## src/rtl/mfm_pkg.sv

```systemverilog
// rtl/mfm_pkg.sv - shared types and constants for the MFM read sequencer
package mfm_pkg;

  typedef enum logic [2:0] {
    ST_IDLE,
    ST_ACQUIRE,
    ST_SYNC,
    ST_DATA,
    ST_DONE
  } state_e;

  localparam logic [15:0] SYNC_A1_MFM  = 16'h4489;
  localparam logic [7:0]  SYNC_A1_BYTE = 8'hA1;
  localparam logic [15:0] CRC16_POLY   = 16'h1021;
  localparam logic [15:0] CRC16_INIT   = 16'hFFFF;

  // Data half-cells sit in the even positions of a clock/data pair window.
  function automatic logic [7:0] mfm_data_bits(input logic [15:0] sh);
    logic [7:0] r;
    for (int i = 0; i < 8; i++) r[i] = sh[2*i];
    return r;
  endfunction

endpackage

```

## src/rtl/mfm_crc16.sv

```systemverilog
// rtl/mfm_crc16.sv - bytewise CRC-16/CCITT update, MSB first
module mfm_crc16
  import mfm_pkg::*;
(
  input  logic [15:0] crc_in,
  input  logic [7:0]  data_in,
  output logic [15:0] crc_out
);

  logic [15:0] c;

  always_comb begin
    c = crc_in;
    for (int i = 7; i >= 0; i--) begin
      if (c[15] ^ data_in[i]) c = {c[14:0], 1'b0} ^ CRC16_POLY;
      else                    c = {c[14:0], 1'b0};
    end
    crc_out = c;
  end

endmodule

```

## src/rtl/mfm_read_sequencer.sv

```systemverilog
// rtl/mfm_read_sequencer.sv - DPLL lock, A1 sync hunt and byte deserialiser for MFM reads
// Optional CRC-16 residue check is built when MFM_CRC_EN is defined.
module mfm_read_sequencer
  import mfm_pkg::*;
#(
  parameter int PREAMBLE_CELLS = 64,
  parameter int SYNC_COUNT     = 3,
  parameter int TIMEOUT_CELLS  = 4096,
  parameter int LEN_W          = 10
) (
  input  logic             clk_50,
  input  logic             rst_n,
  input  logic             start,
  input  logic [LEN_W-1:0] byte_count,
  input  logic             cell_strobe,
  input  logic             cell_bit,
  output logic             pll_reset,
  output logic             busy,
  output logic             byte_valid,
  output logic [7:0]       byte_data,
  output logic             done,
  output logic             err_timeout,
  output logic             err_mfm,
  output logic             crc_ok
);

  localparam int RUN_W  = $clog2(PREAMBLE_CELLS + 1);
  localparam int SYNC_W = $clog2(SYNC_COUNT + 1);
  localparam int TMO_W  = $clog2(TIMEOUT_CELLS + 1);
  localparam logic [RUN_W-1:0]  RUN_MAX  = RUN_W'(PREAMBLE_CELLS);
  localparam logic [SYNC_W-1:0] SYNC_MAX = SYNC_W'(SYNC_COUNT);
  localparam logic [TMO_W-1:0]  TMO_MAX  = TMO_W'(TIMEOUT_CELLS);

  state_e            state_q, state_d;
  logic [LEN_W-1:0]  len_q, len_d, byte_cnt_q, byte_cnt_d;
  logic [RUN_W-1:0]  run_q, run_d;
  logic [SYNC_W-1:0] sync_cnt_q, sync_cnt_d;
  logic [3:0]        cell_cnt_q, cell_cnt_d;
  logic [TMO_W-1:0]  tmo_q, tmo_d;
  logic [15:0]       shreg_q, shreg_d, shreg_shift;
  logic              prev_bit_q, prev_bit_d, last_q, last_d;
  logic              byte_valid_q, byte_valid_d;
  logic [7:0]        byte_data_q, byte_data_d;
  logic              err_timeout_q, err_timeout_d, err_mfm_q, err_mfm_d;
  logic              tmo_hit, preamble_ok, sync_miss, sync_done;

  always_comb begin
    len_d         = len_q;
    byte_cnt_d    = byte_cnt_q;
    run_d         = run_q;
    sync_cnt_d    = sync_cnt_q;
    cell_cnt_d    = cell_cnt_q;
    tmo_d         = tmo_q;
    shreg_d       = shreg_q;
    prev_bit_d    = prev_bit_q;
    last_d        = last_q;
    byte_valid_d  = 1'b0;
    byte_data_d   = byte_data_q;
    err_timeout_d = err_timeout_q;
    err_mfm_d     = err_mfm_q;
    tmo_hit       = 1'b0;
    preamble_ok   = 1'b0;
    sync_miss     = 1'b0;
    sync_done     = 1'b0;
    shreg_shift   = {shreg_q[14:0], cell_bit};
    case (state_q)
      ST_IDLE: if (start) begin
        len_d         = byte_count;
        byte_cnt_d    = '0;
        run_d         = '0;
        sync_cnt_d    = '0;
        cell_cnt_d    = '0;
        tmo_d         = '0;
        shreg_d       = '0;
        prev_bit_d    = 1'b0;
        last_d        = 1'b0;
        err_timeout_d = 1'b0;
        err_mfm_d     = 1'b0;
      end
      ST_ACQUIRE, ST_SYNC: if (cell_strobe) begin
        shreg_d    = shreg_shift;
        prev_bit_d = cell_bit;
        if (tmo_q != TMO_MAX) tmo_d = tmo_q + TMO_W'(1);
        tmo_hit       = (tmo_d == TMO_MAX);
        err_timeout_d = err_timeout_q | tmo_hit;
        if (state_q == ST_ACQUIRE) begin
          if (cell_bit != prev_bit_q) begin
            if (run_q != RUN_MAX) run_d = run_q + RUN_W'(1);
          end else begin
            run_d = '0;
          end
          preamble_ok = (run_d == RUN_MAX);
        end else if (sync_cnt_q == '0) begin
          // Free-running hunt until the first mark fixes the 16-cell framing.
          if (shreg_shift == SYNC_A1_MFM) begin
            sync_cnt_d = SYNC_W'(1);
            cell_cnt_d = '0;
          end
        end else begin
          cell_cnt_d = cell_cnt_q + 4'd1;
          if (cell_cnt_q == 4'd15) begin
            if (shreg_shift == SYNC_A1_MFM) begin
              sync_cnt_d = sync_cnt_q + SYNC_W'(1);
            end else begin
              sync_miss  = 1'b1;
              sync_cnt_d = '0;
              run_d      = '0;
            end
          end
        end
        sync_done = (state_q == ST_SYNC) && (sync_cnt_d == SYNC_MAX);
      end
      ST_DATA: if (cell_strobe && !last_q) begin
        shreg_d    = shreg_shift;
        cell_cnt_d = cell_cnt_q + 4'd1;
        if (shreg_shift[1:0] == 2'b11 || shreg_shift[3:0] == 4'h0) err_mfm_d = 1'b1;
        if (cell_cnt_q == 4'd15) begin
          byte_valid_d = 1'b1;
          byte_data_d  = mfm_data_bits(shreg_shift);
          byte_cnt_d   = byte_cnt_q + LEN_W'(1);
          last_d       = (byte_cnt_d == len_q);
        end
      end
      default: ;
    endcase
  end

  always_comb begin
    state_d = state_q;
    case (state_q)
      ST_IDLE:    if (start) state_d = ST_ACQUIRE;
      ST_ACQUIRE: if (tmo_hit) state_d = ST_DONE;
                  else if (preamble_ok) state_d = ST_SYNC;
      ST_SYNC:    if (tmo_hit) state_d = ST_DONE;
                  else if (sync_miss) state_d = ST_ACQUIRE;
                  else if (sync_done) state_d = (len_q == '0) ? ST_DONE : ST_DATA;
      // One extra DATA cycle puts done one cycle after the final byte_valid.
      ST_DATA:    if (last_q) state_d = ST_DONE;
      ST_DONE:    state_d = ST_IDLE;
      default:    state_d = ST_IDLE;
    endcase
  end

  always_ff @(posedge clk_50) begin
    if (!rst_n) state_q <= ST_IDLE;
    else        state_q <= state_d;
  end

  always_ff @(posedge clk_50) begin
    if (!rst_n) begin
      len_q         <= '0;
      byte_cnt_q    <= '0;
      run_q         <= '0;
      sync_cnt_q    <= '0;
      cell_cnt_q    <= '0;
      tmo_q         <= '0;
      shreg_q       <= '0;
      prev_bit_q    <= 1'b0;
      last_q        <= 1'b0;
      byte_valid_q  <= 1'b0;
      byte_data_q   <= 8'h00;
      err_timeout_q <= 1'b0;
      err_mfm_q     <= 1'b0;
    end else begin
      len_q         <= len_d;
      byte_cnt_q    <= byte_cnt_d;
      run_q         <= run_d;
      sync_cnt_q    <= sync_cnt_d;
      cell_cnt_q    <= cell_cnt_d;
      tmo_q         <= tmo_d;
      shreg_q       <= shreg_d;
      prev_bit_q    <= prev_bit_d;
      last_q        <= last_d;
      byte_valid_q  <= byte_valid_d;
      byte_data_q   <= byte_data_d;
      err_timeout_q <= err_timeout_d;
      err_mfm_q     <= err_mfm_d;
    end
  end

  always_comb begin
    pll_reset   = (state_q == ST_IDLE);
    busy        = (state_q == ST_ACQUIRE) || (state_q == ST_SYNC) || (state_q == ST_DATA);
    done        = (state_q == ST_DONE);
    byte_valid  = byte_valid_q;
    byte_data   = byte_data_q;
    err_timeout = err_timeout_q;
    err_mfm     = err_mfm_q;
  end

`ifdef MFM_CRC_EN
  logic [15:0] crc_q, crc_d, crc_next;

  mfm_crc16 u_crc16 (
    .crc_in  (crc_q),
    .data_in (byte_valid_d ? byte_data_d : SYNC_A1_BYTE),
    .crc_out (crc_next)
  );

  // Each accepted A1 mark folds an A1 byte in; a broken sync run restarts the CRC.
  always_comb begin
    crc_d = crc_q;
    if (state_q == ST_IDLE && start) crc_d = CRC16_INIT;
    else if (state_q == ST_SYNC && sync_miss) crc_d = CRC16_INIT;
    else if ((state_q == ST_SYNC && sync_cnt_d > sync_cnt_q) || byte_valid_d) crc_d = crc_next;
  end

  always_ff @(posedge clk_50) begin
    if (!rst_n) crc_q <= CRC16_INIT;
    else        crc_q <= crc_d;
  end

  assign crc_ok = (state_q == ST_DONE) && (crc_q == 16'h0000) && !err_timeout_q;
`else
  assign crc_ok = 1'b0;
`endif

endmodule

```

## config.mk

```make
export PLATFORM = sky130hd
export DESIGN_NAME = mfm_read_sequencer
export DESIGN_NICKNAME = d
export VERILOG_FILES = /design/src/rtl/mfm_pkg.sv /design/src/rtl/mfm_crc16.sv /design/src/rtl/mfm_read_sequencer.sv
export SDC_FILE = /design/constraint.sdc
export NUM_CORES = 1
export LEC_CHECK = 0
export CORE_ASPECT_RATIO = 1.1
export CORE_UTILIZATION = 48
export DETAILED_ROUTE_END_ITERATION = 12
export GPL_TIMING_DRIVEN = 1
export MAX_ROUTING_LAYER = met4
export PLACE_DENSITY = 0.68
export SLEW_MARGIN = 20
export SYNTH_ARGS = -nofsm -noshare
export SYNTH_HDL_FRONTEND = slang
export SYNTH_SLANG_ARGS = --single-unit
export TNS_END_PERCENT = 1
```

## constraint.sdc

```tcl
create_clock -name clk_50 -period 2.4 [get_ports clk_50]
set_input_delay 0.48 -clock clk_50 [delete_from_list [all_inputs] [get_ports clk_50]]
set_output_delay 0.48 -clock clk_50 [all_outputs]
set_load 0.03 [all_outputs]
```

==> flow_summary.yaml <==
worst_setup_path:
  worstSetupStartpointType: "flop"
  rr_endpoint: "state_q[0]$_SDFFE_PN0P_"
  end_kind: "flop"
  crit_required_ns: 2.66
  cp.arrival_ns: 2.79
  regToRegSetupSlack_ns: -0.12
  r2r_cells: 7
  path_class: "reg2reg"
  path_max_fanout: 7
  worstReg2RegStart: "shreg_q[8]$_SDFFE_PN0P_"
detailed_routing:
  post-route-drc-count: 0
  wirelength_um: 10700
  drt-initial-drc-count: 179
  ant_nets: 0
  drtPass1Iterations: 4
  wl_per_cell_um: 14.46
  vias_per_cell: 5.515
  via_count: 4081
pwr:
  vdd_drop_max_mv: 0.3599
  leakage_nw: 2.020
  powerDensity_mw_per_mm2: 777.3
  total_power_mw: 4.179
flow_run:
  drv_cap: 0
placement:
  gp_congestion: 0.9445
  port-buffer-count: 28
  hpwl_um: 7855
floorplanning:
  core_mm2: 0.008874
  die_h_um: 102.4
  rows: 36
  die_width_um: 93.24
  io_pins: 30
  initial_utilization: 0.4953
  die_area_mm2: 0.009545
grt:
  overflow: 0
  grt_pass1_vias: 3783
  grt_max_degree: 35
  antenna_found_initial: 0
  grt_pass1_wl_um: 17800
  grt_use_total: 0.2442
yosys:
  ys.flop_type: "dfxtp_1"
  yosys_warnings: 0
  synth.avg_cell_area_um2: 8.021
  yosys.cell_types.count: 71
  async_flop_share: 0
  synthCells: 548
  synth.cell_area_mm2: 0.004395
  seq_area_frac_synth: 0.3507
  syn_nets: 570
  ys_ff_latch: 77
  synth-edff-count: 0
hold_path:
  min_path_cells: 2
  whs_endpoint: "byte_data[3]$_SDFFE_PN0P_"
  hp-start: "byte_data[3]$_SDFFE_PN0P_"
  min_path_type: "reg2reg"
clocking:
  cts_tree: "done"
  clockRootBuffer: "clkbuf_8"
  cts_sinks: 77
  ctsLongestPathBuffers: 2
  clk_latency_ns: 0.37
  numCtsBuffers: 9
  htreeDepth: 3
  cts_hold_buf: 0
  clk_pin_slew_ns: 0.09
timing:
  slew_violations: 0
  period_needed_ns: 2.522
  finalClockSkew_ns: 0.009774
  whs_ns: 0.4683
  worstMarginPinSlew_ns: 0.5654
  rsz0062_at_grt: "yes"
  final_hold_viol_count: 0
  setup_ws_ns: -0.1219
  fin_crit_sh: 1.051
  relSlewSlack: 0.6202
  max_freq_mhz: 396.5
  finalSetupViolCount: 2
finish:
  layout-drive-gt1-share: 0.1837
  fin_util: 0.6059
  syn2layout_area_growth_pct: 22.32
  layout.nets: 643
  antenna-diode-count: 0
  final_cell_mix: "86 x nand2_1, 74 x dfxtp_1, 68 x buf_4"
  layout_commonest_cell: "nand2_1"
  n_fill_cell: 767
status:
  violations: "setup timing"
  outcome: "finished, violations left"
cells in the mapped netlist (4+ instances only):
| master | instances | share of area |
|---|---|---|
| nand2b_1 | 4 | 0.0057 |
| or4_1 | 5 | 0.0085 |
| a21boi_0 | 41 | 0.070 |
| nand2_1 | 86 | 0.073 |
| a31oi_1 | 7 | 0.010 |
| clkbuf_1 | 21 | 0.018 |
| xor2_1 | 9 | 0.018 |
| nor3_1 | 17 | 0.019 |
| inv_1 | 13 | 0.011 |
| a22oi_1 | 4 | 0.0068 |
| dfxtp_1 | 77 | 0.35 |
| nand4_1 | 7 | 0.010 |
| ha_1 | 7 | 0.020 |
| nor2b_1 | 19 | 0.027 |
| and2_1 | 11 | 0.016 |
| nor2_1 | 27 | 0.023 |
| nand3_1 | 37 | 0.042 |
| nor4_1 | 6 | 0.0085 |
| nor3b_1 | 6 | 0.010 |
| and3_1 | 6 | 0.0085 |
| o31ai_1 | 6 | 0.010 |
| o21ai_0 | 30 | 0.034 |
| a21oi_1 | 21 | 0.024 |
| xnor2_1 | 16 | 0.032 |
state kept, by name, summed over array words and instances, names as in the netlist:
register and count:
shreg_q 15, tmo_q 13, byte_cnt_q 10, len_q 10
byte_data 8, run_q 7, cell_cnt_q 4, state_q 3
sync_cnt_q 2, byte_valid 1, err_mfm 1, err_timeout 1
last_q 1, prev_bit_q 1
how the worst max path moves through the flow:
stage                                       start                       to  slack [ns]  depth (start not counted)
after floorplan             tmo_q[0]$_SDFFE_PN0P_  state_q[0]$_SDFFE_PN0P_       -0.10                          9
after global placement                   cell_bit  state_q[0]$_SDFFE_PN0P_       -0.32                          8
after detailed placement                 cell_bit  state_q[0]$_SDFFE_PN0P_       -0.40                          8
after CTS                   tmo_q[0]$_SDFFE_PN0P_  state_q[0]$_SDFFE_PN0P_        -0.1                          8
after global routing        tmo_q[0]$_SDFFE_PN0P_  state_q[0]$_SDFFE_PN0P_       -0.23                          9
final                     shreg_q[8]$_SDFFE_PN0P_  state_q[0]$_SDFFE_PN0P_       -0.12                          7
report_power, final:
| part | internal [mW] | leakage [nW] | total (mW) | switching, mW |
|---|---|---|---|---|
| Sequential | 1.35 | 0.624 | 1.44 | 0.0873 |
| Clock | 0.495 | 0.105 | 1.04 | 0.547 |
| Combinational | 0.716 | 1.29 | 1.69 | 0.979 |
routing by layer:
layer / part of all wire / wire length (um) / track usage / up-vias
met5: 0 / 0 / - / -
met4: 0.017 / 187 / 0.09349 / 0
met3: 0.035 / 376 / 0.04241 / 16
met2: 0.49 / 5248 / 0.3999 / 59
met1: 0.46 / 4890 / 0.3003 / 1922
li1: - / - / - / 2084
area by class of cell:
type / count / area (um^2) / share of cell area
Clock buffer: 9 / 123.9 / 0.02304
Clock inverter: 7 / 78.83 / 0.01466
Inverter: 13 / 48.80 / 0.009076
Multi-Input combinational cell: 425 / 2664 / 0.4955
Sequential cell: 77 / 1545 / 0.2874
Tap cell: 114 / 142.6 / 0.02653
Timing Repair Buffer: 95 / 773.2 / 0.1438
critical path: stages, from the launching register on:
cell      delay [ns]
dfxtp_1         0.32
or4b_4          0.55
nor4_4          0.50
nand4_1         0.20
o221ai_2        0.24
a21boi_2        0.09
o31a_1          0.28
o31a_1          0.23
cells by family (layout without fill, tap and decap cells):
logic type | Yosys count | in the layout | synth area share
buffers and inverters | 46 | 124 | 0.05209
multiplexers | 2 | 2 | 0.004555
adder cells (fa/ha/maj) | 7 | 7 | 0.01993
other | 1 | 1 | 0.0008532
flip-flops | 77 | 77 | 0.3507
XOR/XNOR | 25 | 25 | 0.04981
AND/OR/NAND/NOR | 255 | 255 | 0.3086
AO/OA/AOI/OAI | 135 | 135 | 0.2135
metrics by stage:
step	setup slack (ns)	setup TNS (ns)	area, um^2	instances
after floorplan	-0.1000	-0.1000	4395	548
after global placement	-0.3166	-1.801	5134	724
after detailed placement	-0.3984	-2.541	5134	724
after CTS	-0.09708	-0.1684	5349	740
after global routing	-0.2297	-0.6972	5376	740
final	-0.1219	-0.2190	5376	740
what timing repair did:
action	4_1_cts	5_1_grt
pin swaps	0	3
setup endpoints to repair	5	10
resized for setup	7	7
setup buffers	0	0
Power figures use the tool's default switching activity.
